==> src/rtl/usb_rw_burst_ctrl.sv <==
// Host-side read/write burst controller for the USB memory-page link: per page it runs an
// address OUT transaction then a data IN/OUT transaction, retrying failed exchanges.
module usb_rw_burst_ctrl #(
    parameter int         DATA_BYTES = 8,
    parameter logic [6:0] ADDR       = 7'b1010000,
    parameter logic [3:0] ENDP_ADDR  = 4'b0010,
    parameter logic [3:0] ENDP_DATA  = 4'b0001,
    parameter int         MAX_RETRY  = 3,
    parameter int         BURST_W    = 4,
    localparam int        DW         = 8 * DATA_BYTES
) (
    input  logic               clk,
    input  logic               rst_b,
    input  logic [1:0]         tsk,
    input  logic [15:0]        mempage,
    input  logic [BURST_W-1:0] burst_len,
    input  logic [DW-1:0]      data_in,
    input  logic               data_in_valid,
    output logic               data_req,
    output logic [DW-1:0]      data_to_tb,
    output logic               data_avail,
    output logic [18:0]        token_pkt_out,
    output logic [8+DW-1:0]    data_pkt_out,
    output logic [1:0]         transaction,
    input  logic               ptcl_done,
    input  logic               ptcl_success,
    input  logic [DW-1:0]      ptcl_data,
    output logic               task_done,
    output logic               task_success,
    output logic [BURST_W-1:0] pages_done
);
    localparam logic [7:0] PID_OUT  = 8'b10000111;
    localparam logic [7:0] PID_IN   = 8'b10010110;
    localparam logic [7:0] PID_DATA = 8'b11000011;
    localparam int         RW       = (MAX_RETRY > 0) ? $clog2(MAX_RETRY + 1) : 1;

    typedef enum logic [2:0] {
        S_IDLE, S_ADDR, S_WLOAD, S_DATA, S_RETRY, S_OK, S_FAIL
    } state_t;

    state_t             state, state_nxt;
    logic               is_read;
    logic               retry_data;
    logic [15:0]        base_page;
    logic [BURST_W-1:0] len_q;
    logic [BURST_W-1:0] k;
    logic [RW-1:0]      retry_cnt;
    logic [DW-1:0]      wbuf;
    logic [15:0]        page_addr;
    logic               last_page;
    logic               start;
    logic               retry_left;

    // Whole-vector bit reversal between natural order and wire order.
    function automatic logic [DW-1:0] rev(input logic [DW-1:0] v);
        logic [DW-1:0] r;
        for (int i = 0; i < DW; i++) r[i] = v[DW-1-i];
        return r;
    endfunction

    assign page_addr  = base_page + 16'(k);
    assign last_page  = ({1'b0, k} + 1'b1) == {1'b0, len_q};
    assign start      = (tsk == 2'b01) || (tsk == 2'b10);
    assign retry_left = retry_cnt != RW'(MAX_RETRY);

    always_ff @(posedge clk or negedge rst_b) begin
        if (!rst_b) begin
            state      <= S_IDLE;
            is_read    <= 1'b0;
            retry_data <= 1'b0;
            base_page  <= '0;
            len_q      <= '0;
            k          <= '0;
            retry_cnt  <= '0;
            wbuf       <= '0;
            data_to_tb <= '0;
            data_avail <= 1'b0;
            pages_done <= '0;
        end else begin
            state      <= state_nxt;
            data_avail <= 1'b0;
            case (state)
                S_IDLE: if (start) begin
                    is_read   <= (tsk == 2'b01);
                    base_page <= mempage;
                    len_q     <= (burst_len == '0) ? BURST_W'(1) : burst_len;
                    k         <= '0;
                    retry_cnt <= '0;
                end
                S_ADDR, S_DATA: if (ptcl_done) begin
                    if (ptcl_success) begin
                        retry_cnt <= '0;
                        if (state == S_DATA) begin
                            pages_done <= pages_done + 1'b1;
                            if (is_read) begin
                                data_to_tb <= rev(ptcl_data);
                                data_avail <= 1'b1;
                            end
                            if (!last_page) k <= k + 1'b1;
                        end
                    end else begin
                        retry_data <= (state == S_DATA);
                    end
                end
                S_WLOAD: if (data_in_valid) wbuf <= data_in;
                S_RETRY: retry_cnt <= retry_cnt + 1'b1;
                S_OK, S_FAIL: if (tsk == 2'b00) begin
                    pages_done <= '0;
                    retry_cnt  <= '0;
                end
                default: ;
            endcase
        end
    end

    always_comb begin
        state_nxt     = state;
        transaction   = 2'b00;
        token_pkt_out = '0;
        data_pkt_out  = '0;
        data_req      = 1'b0;
        task_done     = 1'b0;
        task_success  = 1'b0;
        case (state)
            S_IDLE: if (start) state_nxt = S_ADDR;
            S_ADDR: begin
                transaction   = 2'b01;
                token_pkt_out = {PID_OUT, ADDR, ENDP_ADDR};
                data_pkt_out  = {PID_DATA, rev({page_addr, {(DW-16){1'b0}}})};
                if (ptcl_done) begin
                    if (ptcl_success) state_nxt = is_read ? S_DATA : S_WLOAD;
                    else              state_nxt = retry_left ? S_RETRY : S_FAIL;
                end
            end
            S_WLOAD: begin
                data_req = 1'b1;
                if (data_in_valid) state_nxt = S_DATA;
            end
            S_DATA: begin
                if (is_read) begin
                    transaction   = 2'b10;
                    token_pkt_out = {PID_IN, ADDR, ENDP_DATA};
                end else begin
                    transaction   = 2'b01;
                    token_pkt_out = {PID_OUT, ADDR, ENDP_DATA};
                    data_pkt_out  = {PID_DATA, rev(wbuf)};
                end
                if (ptcl_done) begin
                    if (ptcl_success) state_nxt = last_page ? S_OK : S_ADDR;
                    else              state_nxt = retry_left ? S_RETRY : S_FAIL;
                end
            end
            S_RETRY: state_nxt = retry_data ? S_DATA : S_ADDR;
            S_OK: begin
                task_done    = 1'b1;
                task_success = 1'b1;
                if (tsk == 2'b00) state_nxt = S_IDLE;
            end
            S_FAIL: begin
                task_done = 1'b1;
                if (tsk == 2'b00) state_nxt = S_IDLE;
            end
            default: state_nxt = S_IDLE;
        endcase
    end
endmodule

==> config.mk <==
export PLATFORM = sky130hd
export DESIGN_NAME = usb_rw_burst_ctrl
export DESIGN_NICKNAME = d
export VERILOG_FILES = /design/src/rtl/usb_rw_burst_ctrl.sv
export SDC_FILE = /design/constraint.sdc
export NUM_CORES = 1
export LEC_CHECK = 0
export ABC_AREA = 1
export ABC_CLOCK_PERIOD_IN_PS = 2800
export CORE_UTILIZATION = 43
export CTS_CLUSTER_DIAMETER = 200
export DETAILED_ROUTE_END_ITERATION = 12
export GPL_TIMING_DRIVEN = 0
export PLACE_DENSITY_LB_ADDON = 0.25
export SYNTH_ARGS = -nofsm -noshare
export SYNTH_HDL_FRONTEND = slang
export SYNTH_SLANG_ARGS = --single-unit
==> constraint.sdc <==
create_clock -name clk -period 2.8 [get_ports clk]
set_clock_uncertainty 0.05 [all_clocks]
set_input_delay 0.42 -clock clk [delete_from_list [all_inputs] [get_ports clk]]
set_output_delay 0.42 -clock clk [all_outputs]
set_load 0.01 [all_outputs]
==> results of run 1 <==
## placed cells by master, fill, tap and decap left out, types with 4 or more instances in the layout
cell             instances
nand2_1                332
clkdlybuf4s50_1        290
dfrtp_1                158
nor2_1                  72
mux2_2                  70
buf_4                   50
inv_1                   30
nand3_1                 22
o21ai_0                 19
clkbuf_16               17
a21oi_1                 16
buf_2                   15
conb_1                  14
o21ai_1                 12
dlygate4sd2_1            7
inv_2                    6
clkbuf_1                 6
ha_1                     6
dfrtp_2                  6
clkbuf_2                 5
nor2_4                   5
nor2_2                   5
mux2_1                   5
nand4_1                  4
or2_2                    4
## layer usage
metal,up-vias,global-route usage
met3,36,0.0925
met4,0,0.0926
met1,3367,0.301
met5,-,0
met2,301,0.432
li1,3383,-
## sequential cells by signal (all words and copies together) (netlist names)
signal	cells
wbuf	64
data_to_tb	64
retry_data	1
k	4
retry_cnt	2
state	3
is_read	1
base_page	16
len_q	4
pages_done	4
data_avail	1
## Yosys cell counts (all sizes together)
| cell type | count | share of area |
|---|---|---|
| nand2 | 336 | 0.16 |
| nand4 | 4 | 0.0032 |
| buf | 49 | 0.043 |
| a21oi | 16 | 0.010 |
| dfrtp | 164 | 0.53 |
| inv | 38 | 0.018 |
| nand3b | 1 | 0.00097 |
| nor3 | 2 | 0.0013 |
| a22o | 1 | 0.0011 |
| mux2 | 75 | 0.11 |
| o21ai | 33 | 0.021 |
| nor2 | 82 | 0.043 |
| o22ai | 1 | 0.00081 |
| conb | 1 | 0.00049 |
| fa | 1 | 0.0026 |
| nand3 | 28 | 0.020 |
| a31oi | 2 | 0.0016 |
| or2 | 5 | 0.0040 |
| clkbuf | 10 | 0.0049 |
| xor2 | 3 | 0.0034 |
| ha | 9 | 0.015 |
## power by group through the flow
stage	registers, uW	clock network [uW]	logic, uW
floorplan	4300	0	2660
global placement	4200	0	5260
detailed placement	4210	0	5390
CTS	4230	2400	5490
global route	4400	2480	6100
finish	4260	2350	5590
## logic make-up (layout without fill, tap and decap cells)
| family | Yosys count | after routing | share of synthesized area |
|---|---|---|---|
| buffers and inverters | 97 | 448 | 0.0664 |
| xor gates and xnor gates | 3 | 3 | 0.00340 |
| DFF | 164 | 164 | 0.531 |
| other | 1 | 14 | 0.000485 |
| AOI/OAI and AO/OA | 53 | 53 | 0.0353 |
| adders and majority gates | 10 | 10 | 0.0172 |
| and+or+nand+nor | 458 | 458 | 0.237 |
| muxes | 75 | 75 | 0.109 |
## worst max path at each step
| stage | end | slack (ns) | cells past startpoint |
|---|---|---|---|
| after floorplan | data_pkt_out[5] | 0.46 | 10 |
| after global placement | data_to_tb[16] | -5.67 | 1 |
| after detailed placement | data_pkt_out[1] | -0.30 | 13 |
| after CTS | data_pkt_out[1] | -0.11 | 13 |
| after global routing | data_pkt_out[5] | -0.04 | 12 |
| final | data_pkt_out[5] | 0.03 | 12 |
## critical path, cell delays in order (launching register included)
cell	delay, ns
dfrtp_2	0.40
ha_4	0.15
inv_2	0.04
fa_2	0.38
inv_2	0.07
nand3_2	0.06
nand2_2	0.11
buf_6	0.13
nand3_4	0.07
nor2_4	0.11
xor2_1	0.15
o21ai_1	0.08
buf_2	0.14
## what timing repair did
action | in CTS | in global routing
buffers inserted | 3 | 9
setup endpoints to repair | 49 | 49
hold buffers | 1 | 0
endpoints found under the hold margin | 76 | 0
pin swaps | 4 | 7
gates resized for setup | 63 | 29
## per-stage QoR
step,utilization,instances,hold slack (ns)
after floorplan,-,874,0.0744
after global placement,0.638,1404,0.412
after detailed placement,0.640,1405,0.400
after CTS,0.682,1441,0.432
after global routing,0.688,1450,0.453
final,0.688,1450,0.429
## cell type report
type                            count  area, um2
Buffer                             59        400
Fill cell                        1404       5430
Clock buffer                       22        464
Inverter                           38        148
Clock inverter                     10        124
Multi-Input combinational cell    613       3300
Sequential cell                   164       4110
Timing Repair Buffer              319       3160
Tap cell                          225        282
==> results.md, run 1 <==
* Via density at 4.89
* Sequential-to-total area share from yosys stat at 0.531
* Number of global-route vias before repair at 6860
* Clock buffer depth at 2
* P_int at 7810 uW
* Crit path from: k[0]
* # setup viols final at 0
* Final Hold Fails at 0
* #FFs+latches synth at 164
* Pwr Total at 12200 uW
* Post-Place Worst Slack at -0.304 ns
* Synth Instances at 861
* R2R Path Start: state[2]
* Critical path endpoint category: output port
* Switching Share at 0.360
* Final period utilization at 0.991
* Die height at 136 um
* Finished layout cell area at 12000 um2
* Max cap viols at 0
* Synth warn at 0
* Critical path startpoint category: register
* RR Endpoint: data_to_tb[3]
* Netlist Area Pre-Place at 7730 um2
* Detailed placement HPWL at 16800 um
* Pwr per Cell Area at 1020 nW/um2
* Total grt overflow at 0
* Max Freq at 360 MHz
* Hold_sp: data_to_tb[31]
* Proportion of layout cells with a drive suffix above 1 at 0.178
* Clock Sinks at 164
* CTS tree: yes
* R2R depth at 9
* Metal2 WL at 11500 um
* GRT Util Overall at 0.257
* DRC viols at 0
* Type of the worst setup path: reg -> out
* First-pass DRT Iterations at 5
* Latest clock arrival within the worst-skew pair at 0.43 ns
* Largest net degree at the start of global routing at 89
* Worst Path Required at 2.33 ns
* Via count at 7087
* Worst Hold Class: reg -> reg
* Final wirelength at 23500 um
* Initial Utilization at 0.444
* Unrepaired setup endpoints after global routing: true
* Die area at 18500 um2
* Core ar. at 17400 um2
* Num rows at 48
* Sequential share of power at 0.349
* Worst-path clk slew at 0.07 ns
* IO Pins at 320
* TNS Setup at 0 ns
* Worst Path Arrival at 2.30 ns
* Top sig layer: met4
* Ant. Diodes at 0
* Number of I/O port buffers at 305
* Worst-path maximum fanout at 3
* Final worst slack at 0.0251 ns
* Status: finished clean
* Metal3 WL at 2360 um
* Fin crit period at 2.77 ns
* NetSw at 4390 uW
* Global-route wire length before repair at 35900 um
* Final Max Tran Viols at 0
* DR iter-0 viols at 478
* Worst hold path endpoint: data_to_tb[31]
* WL/cell at 16.2 um
* Synth unique cells at 32
* Max-slew headroom at the worst pin at 0.593
* CTS root buf: clkbuf_16
* Clk pwr share at 0.193
* Part of the power in combinational logic at 0.458
* Worst Hold Path Cells at 2
* DP Area at 11100 um2
* Worst slew pin tran at 0.610 ns
* Final Wtd Congestion at 0.876
* VDD IR max at 0.585 mV
* Mean Syn Cell Area at 8.97 um2
* Final antenna-violating net count at 0
* Nets@finish at 1377
* P&R area growth vs syn at 55.1%
* Die width at 136 um
* R2R Setup Slk at 0.84 ns
* H-tree depth at 4
* Metal-1 WL at 9080 um
* Leakage at 0.00564 uW
* CTS Buf Count at 17
* Initial antenna violation count at 0
Note: power is estimated with default switching activity, not from simulation.
==> run 2: changes to the inputs <==
--- a/config.mk
+++ b/config.mk
@@ -12,6 +12,7 @@
 export DETAILED_ROUTE_END_ITERATION = 12
 export GPL_TIMING_DRIVEN = 0
 export PLACE_DENSITY_LB_ADDON = 0.25
+export SKIP_LAST_GASP = 1
 export SYNTH_ARGS = -nofsm -noshare
 export SYNTH_HDL_FRONTEND = slang
 export SYNTH_SLANG_ARGS = --single-unit
==> run 2 against run 1 <==
Cell count about the same. Critical path depth unchanged. Flip-flop and latch count unchanged. Count of clock-buffer cells in the layout unchanged. Non-clock buffer count down 1. Power down 0.14%. Global-route usage unchanged. Critical path type unchanged. Critical endpoint unchanged.
==> results.md, run 2 (same netlist as run 1, synthesis figures left out) <==
* Status: finished clean
* Biggest regs: data_to_tb: 64 flops, wbuf: 64 flops, base_page: 16 flops
* WL/cell at 16.1 um
* Via density at 4.88
* Clk pwr share at 0.192
* Sequential share of power at 0.350
* Core ar. at 17400 um2
* Top sig layer: met4
* Switching Share at 0.359
* Final wirelength at 23400 um
* IO Pins at 320
* Final Wtd Congestion at 0.876
* # setup viols final at 0
* Worst-path maximum fanout at 3
* Die height at 136 um
* Critical path startpoint category: register
* Final worst slack at 0.0491 ns
* Initial antenna violation count at 0
* Final Hold Fails at 0
* Leakage at 0.00563 uW
* P&R area growth vs syn at 55.0%
* Worst Path Arrival at 2.28 ns
* Commonest non-fill, non-tap cells in the layout: 332 x nand2_1, 290 x clkdlybuf4s50_1, 158 x dfrtp_1, 72 x nor2_1, 70 x mux2_2
* CTS root buf: clkbuf_16
* Final core utilization at 0.688
* Final Max Tran Viols at 0
* Worst Hold Class: reg -> reg
* Fin crit period at 2.75 ns
* Initial Utilization at 0.444
* Die width at 136 um
* Type of the worst setup path: reg -> out
* Final period utilization at 0.982
* Most common cell after layout, fill and taps aside: nand2_1
* Worst-path clk slew at 0.07 ns
* GRT Util Overall at 0.257
* Latest clock arrival within the worst-skew pair at 0.43 ns
* Die area at 18500 um2
* NetSw at 4380 uW
* P_int at 7810 uW
* Number of I/O port buffers at 305
* Metal2 WL at 11500 um
* Max Freq at 364 MHz
* Pwr per Cell Area at 1020 nW/um2
* Detailed placement HPWL at 16800 um
* Worst Path Required at 2.33 ns
* Unrepaired setup endpoints after global routing: true
* DR iter-0 viols at 504
* Clock buffer depth at 2
* Via count at 7078
* Clock Sinks at 164
* Max cap viols at 0
* VDD IR max at 0.583 mV
* Critical path endpoint category: output port
* CTS tree: yes
* Metal3 WL at 2290 um
* Num rows at 48
* CTS Buf Count at 17
* Proportion of layout cells with a drive suffix above 1 at 0.177
* First-pass DRT Iterations at 8
* Global-route wire length before repair at 35900 um
* DRC viols at 0
* Ant. Diodes at 0
* Post-Place Worst Slack at -0.304 ns
* Nets@finish at 1376
* Max-slew headroom at the worst pin at 0.595
* Metal-1 WL at 9070 um
* Part of the power in combinational logic at 0.458
* H-tree depth at 4
* Number of global-route vias before repair at 6863
* Total grt overflow at 0
* Fill cell count at 1412
* Worst slew pin tran at 0.607 ns
* Largest net degree at the start of global routing at 89
* Final antenna-violating net count at 0
[run 2: cell types whose count changed in the layout (fill, tap and decap cells not counted), sizes merged]
| cell | before | now |
|---|---|---|
| buf | 68 | 66 |
| dlygate4sd2 | 7 | 8 |
[run 2: path summary, 6_finish.rpt]
| check | slack (ns) | cells after the start | start | endpoint |
|---|---|---|---|---|
| worst max register to register | 0.82 | 9 | state[2] | data_to_tb[3] |
| worst min-delay path | 0.43 | 2 | data_to_tb[31] | data_to_tb[31] |
| worst min register to register | 0.43 | 2 | data_to_tb[31] | data_to_tb[31] |
| max in group asynchronous | 1.34 | 3 | rst_b | data_to_tb[20] |
| min in group asynchronous | 0.52 | 2 | rst_b | base_page[6] |
| worst max-delay path | 0.05 | 12 | k[0] | data_pkt_out[5] |
[run 2: critical path, stage by stage (launching register included)]
cell and delay [ns]:
dfrtp_2 0.40, ha_4 0.15, inv_2 0.04, fa_2 0.38
inv_2 0.07, nand3_2 0.06, nand2_2 0.09, buf_6 0.12
nand3_4 0.07, nor2_4 0.12, xor2_1 0.14, o21ai_0 0.08
buf_2 0.15
[run 2: what timing repair did]
item	4_1_cts	5_1_grt
endpoints found under the setup margin	49	52
gates resized for setup	59	29
hold endpoints to repair	76	0
pin swaps	4	8
hold buffers	1	0
buffers inserted	3	8
[run 2: per-stage QoR]
stage	hold slack, ns	std cells	power, uW	instance area, um2	setup TNS [ns]
after floorplan	0.0744	874	6960	7780	0
after global placement	0.412	1404	9460	11100	-928.90
after detailed placement	0.400	1405	9590	11100	-2.19
after CTS	0.432	1441	12100	11900	-0.224
after global routing	0.453	1449	13000	12000	-0.0689
final	0.429	1449	12200	12000	0
[run 2: final cells by class]
type | instances | area (um2) | share of cell area
Inverter | 38 | 148 | 0.0123
Clock inverter | 10 | 124 | 0.0103
Buffer | 59 | 398 | 0.0332
Timing Repair Buffer | 318 | 3160 | 0.264
Sequential cell | 164 | 4110 | 0.343
Tap cell | 225 | 282 | 0.0235
Multi-Input combinational cell | 613 | 3300 | 0.275
Clock buffer | 22 | 464 | 0.0388
[run 2: power groups by stage]
stage	Combinational, uW	Clock (uW)	Sequential [uW]
floorplan	2660	0	4300
CTS	5480	2400	4230
finish	5580	2350	4260
detailed placement	5390	0	4210
global route	6090	2480	4400
global placement	5260	0	4200
[run 2: routing by layer]
layer | vias to the layer above | track usage
li1 | 3383 | -
met1 | 3362 | 0.301
met2 | 297 | 0.432
met3 | 36 | 0.0925
met4 | 0 | 0.0926
met5 | - | 0
